==> src/rtl/wb_interconnect.sv <==
`default_nettype none
// ============================================================================
//  Module   : wb_interconnect
//  Purpose  : Single-master Wishbone address decoder with per-transfer ack
//             timeout, error capture and saturating timeout counter.
//  Revision : 1.0
// ============================================================================
module wb_interconnect #(
    parameter int          SEL_WIDTH  = 4,
    parameter int          DATA_WIDTH = 32,
    parameter int          TIMEOUT    = 255,
    parameter logic [31:0] ERR_DATA   = 32'hDEAD_BEEF
) (
    input  logic                                   i_clk,
    input  logic                                   i_reset_n,
    input  logic                                   i_wb_cyc,
    input  logic                                   i_wb_stb,
    input  logic [31:0]                            i_wb_addr,
    output logic [DATA_WIDTH-1:0]                  o_wb_dat,
    output logic                                   o_wb_ack,
    output logic                                   o_wb_err,
    output logic [(2**SEL_WIDTH)-1:0]              o_slave_sel,
    input  logic [(2**SEL_WIDTH)*DATA_WIDTH-1:0]   i_slave_dat,
    input  logic [(2**SEL_WIDTH)-1:0]              i_slave_ack,
    output logic [31:0]                            o_err_addr,
    output logic [7:0]                             o_err_count
);

    localparam int                    NSLV        = 2**SEL_WIDTH;
    localparam logic [15:0]           TIMEOUT_CNT = 16'(TIMEOUT);
    localparam logic [DATA_WIDTH-1:0] ERR_WORD    = DATA_WIDTH'(ERR_DATA);

    localparam logic [1:0] IDLE   = 2'd0;
    localparam logic [1:0] ACTIVE = 2'd1;
    localparam logic [1:0] RESP   = 2'd2;

    logic [1:0]            state;
    logic [SEL_WIDTH-1:0]  slave_idx;
    logic [31:0]           addr_q;
    logic [15:0]           wait_cnt;
    logic [DATA_WIDTH-1:0] sel_data;
    logic                  sel_ack;
    logic                  timeout_hit;
    logic [SEL_WIDTH-1:0]  req_idx;
    logic [NSLV-1:0]       req_onehot;

    assign req_idx     = i_wb_addr[31 -: SEL_WIDTH];
    assign req_onehot  = NSLV'(1) << req_idx;
    assign sel_ack     = i_slave_ack[slave_idx];
    assign timeout_hit = (wait_cnt == TIMEOUT_CNT);

    // Read-data mux: only the latched slave's slice can reach the master.
    always_comb begin
        sel_data = '0;
        for (int k = 0; k < NSLV; k++) begin
            if (SEL_WIDTH'(k) == slave_idx) begin
                sel_data = i_slave_dat[k*DATA_WIDTH +: DATA_WIDTH];
            end
        end
    end

    always_ff @(posedge i_clk or negedge i_reset_n) begin
        if (!i_reset_n) begin
            state       <= IDLE;
            slave_idx   <= '0;
            addr_q      <= '0;
            wait_cnt    <= '0;
            o_slave_sel <= '0;
            o_wb_ack    <= 1'b0;
            o_wb_err    <= 1'b0;
            o_wb_dat    <= '0;
            o_err_addr  <= '0;
            o_err_count <= '0;
        end else begin
            o_wb_ack <= 1'b0;
            o_wb_err <= 1'b0;
            case (state)
                IDLE: begin
                    if (i_wb_cyc && i_wb_stb) begin
                        slave_idx   <= req_idx;
                        addr_q      <= i_wb_addr;
                        wait_cnt    <= '0;
                        o_slave_sel <= req_onehot;
                        state       <= ACTIVE;
                    end
                end
                ACTIVE: begin
                    // Master abort outranks any completion seen in the same cycle.
                    if (!i_wb_cyc) begin
                        o_slave_sel <= '0;
                        state       <= IDLE;
                    end else if (sel_ack) begin
                        o_wb_dat    <= sel_data;
                        o_wb_ack    <= 1'b1;
                        o_slave_sel <= '0;
                        state       <= RESP;
                    end else if (timeout_hit) begin
                        o_wb_dat    <= ERR_WORD;
                        o_wb_err    <= 1'b1;
                        o_err_addr  <= addr_q;
                        if (o_err_count != 8'hFF) begin
                            o_err_count <= o_err_count + 8'd1;
                        end
                        o_slave_sel <= '0;
                        state       <= RESP;
                    end else if (wait_cnt != 16'hFFFF) begin
                        wait_cnt <= wait_cnt + 16'd1;
                    end
                end
                RESP: begin
                    state <= IDLE;
                end
                default: begin
                    o_slave_sel <= '0;
                    state       <= IDLE;
                end
            endcase
        end
    end

endmodule
`default_nettype wire

==> config.mk <==
export PLATFORM = sky130hd
export DESIGN_NAME = wb_interconnect
export DESIGN_NICKNAME = d
export VERILOG_FILES = /design/src/rtl/wb_interconnect.sv
export SDC_FILE = /design/constraint.sdc
export NUM_CORES = 1
export LEC_CHECK = 0
export ABC_AREA = 0
export CAP_MARGIN = 20
export CORE_AREA = 2 2 258 260
export CTS_CLUSTER_DIAMETER = 40
export CTS_CLUSTER_SIZE = 12
export DETAILED_ROUTE_END_ITERATION = 10
export DIE_AREA = 0 0 260 262
export PLACE_DENSITY = 0.53
export SYNTH_ARGS = -nofsm -noshare
export SYNTH_HDL_FRONTEND = slang
export SYNTH_SLANG_ARGS = --single-unit
export TNS_END_PERCENT = 20
==> constraint.sdc <==
create_clock -name i_clk -period 2.9 [get_ports i_clk]
set_input_delay 0.435 -clock i_clk [delete_from_list [all_inputs] [get_ports i_clk]]
set_output_delay 0.435 -clock i_clk [all_outputs]
set_load 0.02 [all_outputs]
==> key figures, run 1 <==
Synth
  – Synth unique cells: 70
  – Most frequent cell after synthesis: nand2_1
  – Top_reg_cell synth: dfrtp_1
  – Syn Inst Count: 1235
  – Post-synthesis sequential area ratio: 0.325
  – Async SR Flop Fraction: 1.00
  – Post-synth EDFFs: 0
  – Syn_nets: 1801
  – Synthesized area: 10800 um^2
  – Dominant cells by area after synthesis: dfrtp_1 (33%), mux4_2 (9.0%), nand2_1 (6.6%)
  – Average size of a mapped cell: 8.72 um^2
  – Ys Warns: 0
  – Synth area leader: dfrtp_1
  – Synth top area share: 0.325
  – Number of synthesized register bits: 140
  – Commonest cells post-synth: nand2_1 (188), dfrtp_1 (140), a21oi_1 (105)

Finish
  – Fill count: 6856
  – Fraction of layout cells with a size suffix above 1: 0.118
  – Nets@finish: 2461
  – Register Area: 3520 um^2
  – Post-route cell area: 19500 um^2
  – Area of the multi-input gates: 6790 um^2
  – Area delta synth->final: 81.5%

Floorplan
  – Die height: 262 um
  – Initial core utilization: 0.165
  – Die span in x: 260 um
  – Die ar.: 68100 um^2
  – I/O Pins: 654
  – Core area: 65300 um^2
  – Std-Cell Rows: 94

Outcome
  – Status: finished clean

Drt
  – DRT Pass-1 Iters: 5
  – # DRC: 0
  – Total wire length: 80600 um
  – DR iter-0 viols: 893
  – Routed vias: 13300
  – Wire per inst: 28.9 um
  – Vias per cell: 4.78
  – Final ANT Viol Nets: 0

Clocking
  – Worst-case clock buffer depth: 2
  – CTS sink cnt: 140
  – CTS Buf Count: 17
  – Worst skew pair latency: 450 ps
  – CTS tree: yes
  – Clk root buf: clkbuf_16
  – H-tree lvl count: 4
  – Clock-pin slew on the worst setup and hold paths: 70 ps

Worst setup path
  – Required time of the critical path: 3270 ps
  – CP Launch Point: slave_idx[1]
  – Reg2reg path depth: 10
  – Critical-path cell list: buf_12 > buf_12 > buf_4 > mux2i_1 > nand2_1 > a21oi_1 > a2111oi_1 > buf_4 > o22ai_1 > a21oi_1
  – Worst R2R Start: slave_idx[1]
  – Crit path max-delay cell type: a2111oi_1
  – Reg2reg end: o_wb_dat[16]
  – Critical Path Start Type: register
  – Crit Path Class: register to register
  – CP peak stage delay: 680 ps
  – Critical Path End: o_wb_dat[16]
  – CP Max Fanout: 34
  – Critical Path AT: 3170 ps
  – Slack of the worst reg-to-reg path: 100 ps
  – Crit end category: register

STA
  – Worst Max-Slew Pin Slew: 833 ps
  – Final hold vios: 0
  – Fmax: 358 MHz
  – Clk_skew: 18.6 ps
  – Final setup viols: 0
  – Final slew viol count: 0
  – Slew HR: 0.436
  – RSZ-0062 raised after global routing: false
  – Hold_ws: 473 ps
  – Period Utilization, post-route: 0.964
  – Fin crit period: 2800 ps

Power and ir drop
  – Lkg Pwr: 7.63 nW
  – VDD IR max: 342 uV
  – Pwr Density: 680 nW/um^2

Placed design
  – GP Congestion: 0.922
  – I/O Buffers: 653
  – HPWL after DPL: 66400 um
  – Cell Area, Placed: 18900 um^2

Global routing
  – Largest net degree at the start of global routing: 59
  – Vias in the first global route: 13800
  – Initial antenna violation count: 34
  – First-pass GRT wire length: 108000 um
  – Total track usage: 0.226
  – Gr ovfl total: 0

Min path
  – Worst hold path class: register to register
  – HP Start: addr_q[1]
  – Worst hold stages: 2

Flow run
  – Max Cap Violations: 0
[registers in the layout, indices dropped and copies added, names as in the netlist]
signal	flops
addr_q	28
o_wb_dat	32
o_wb_err	1
o_err_addr	32
o_slave_sel	16
slave_idx	4
o_wb_ack	1
o_err_count	8
wait_cnt	16
state	2
[area by class of cell]
type | instances | share of cell area
inverter | 13 | 0.00250
antenna | 15 | 0.00192
sequential | 140 | 0.180
timing repair buffer | 755 | 0.382
clock inverter | 15 | 0.00935
multi-input combinational | 968 | 0.347
tap | 864 | 0.0553
clock buffer | 17 | 0.0218
[per-layer routing]
metal | vias to the layer above | track usage | share of wire
met4 | 28 | 0.0690 | 0.021
met1 | 6565 | 0.276 | 0.40
met5 | - | 0 | 0.0021
met2 | 668 | 0.376 | 0.48
li1 | 5990 | - | -
met3 | 82 | 0.0764 | 0.097
[placed cells by master (no fill, tap or decap), types with 25 or more instances in the layout]
cell type / instances
a21oi_1: 105
o21ai_0: 87
mux4_2: 43
mux2_1: 36
clkdlybuf4s50_1: 652
buf_4: 89
mux2i_1: 48
nor3_1: 25
nor2_1: 70
dfrtp_1: 136
nand2_1: 188
[power breakdown]
| group | internal, W | switching, W | leakage (nW) | total, W |
|---|---|---|---|---|
| sequential | 0.00236 | 0.000402 | 1.82 | 0.00276 |
| combinational | 0.00344 | 0.00471 | 5.51 | 0.00816 |
| clock | 0.00131 | 0.00106 | 0.294 | 0.00236 |
[cells by family (layout without fill, tap and decap cells)]
logic type,after synthesis,in the layout,synth area share
DFF,140,140,0.325
and+or+nand+nor,406,406,0.175
other,0,15,0
xor gates and xnor gates,9,9,0.00732
buffers and inverters,127,800,0.0485
adders and majority gates,2,2,0.00232
AOI/OAI and AO/OA,403,403,0.247
muxes,148,148,0.194
[critical path, delay by kind of cell, from the launching register on]
kind / cells / cell delay (ps)
buffers and inverters: 4 / 1020
AO/OA/AOI/OAI: 4 / 940
flip-flops: 1 / 550
multiplexers: 1 / 100
AND/OR/NAND/NOR: 1 / 70
[what timing repair did]
action,CTS,global route
setup endpoints to repair,1,1
setup buffers,0,0
hold endpoints to repair,55,0
cloned,0,0
gates resized for setup,1,1
pin swaps,0,0
hold buffers,1,0
[how the worst min path moves through the flow]
stage | endpoint | slack [ps]
after floorplan | addr_q[0] | 140
after global placement | addr_q[5] | 450
after detailed placement | o_err_addr[11] | 460
after CTS | addr_q[23] | 480
after global routing | addr_q[23] | 490
final | addr_q[1] | 470
[stage by stage]
| stage | std cells | TNS (ps) | util | worst slack, ps | power, W |
|---|---|---|---|---|---|
| after floorplan | 1235 | 0 | - | 306 | 0.00655 |
| after global placement | 2739 | -80.6 | 0.289 | -59.6 | 0.0109 |
| after detailed placement | 2739 | -119 | 0.289 | -60.6 | 0.0110 |
| after CTS | 2772 | 0 | 0.299 | 42.9 | 0.0134 |
| after global routing | 2782 | 0 | 0.299 | 26.7 | 0.0140 |
| final | 2787 | 0 | 0.299 | 105 | 0.0133 |
No activity file was read; power rests on OpenSTA's default activity.
==> run 2, diff against run 1 <==
--- a/config.mk
+++ b/config.mk
@@ -8,7 +8,7 @@
 export ABC_AREA = 0
 export CAP_MARGIN = 20
 export CORE_AREA = 2 2 258 260
-export CTS_CLUSTER_DIAMETER = 40
+export CTS_CLUSTER_DIAMETER = 50
 export CTS_CLUSTER_SIZE = 12
 export DETAILED_ROUTE_END_ITERATION = 10
 export DIE_AREA = 0 0 260 262
==> results of run 2 <==
No change in the layout: final DEF, timing and power equal those of run 1.
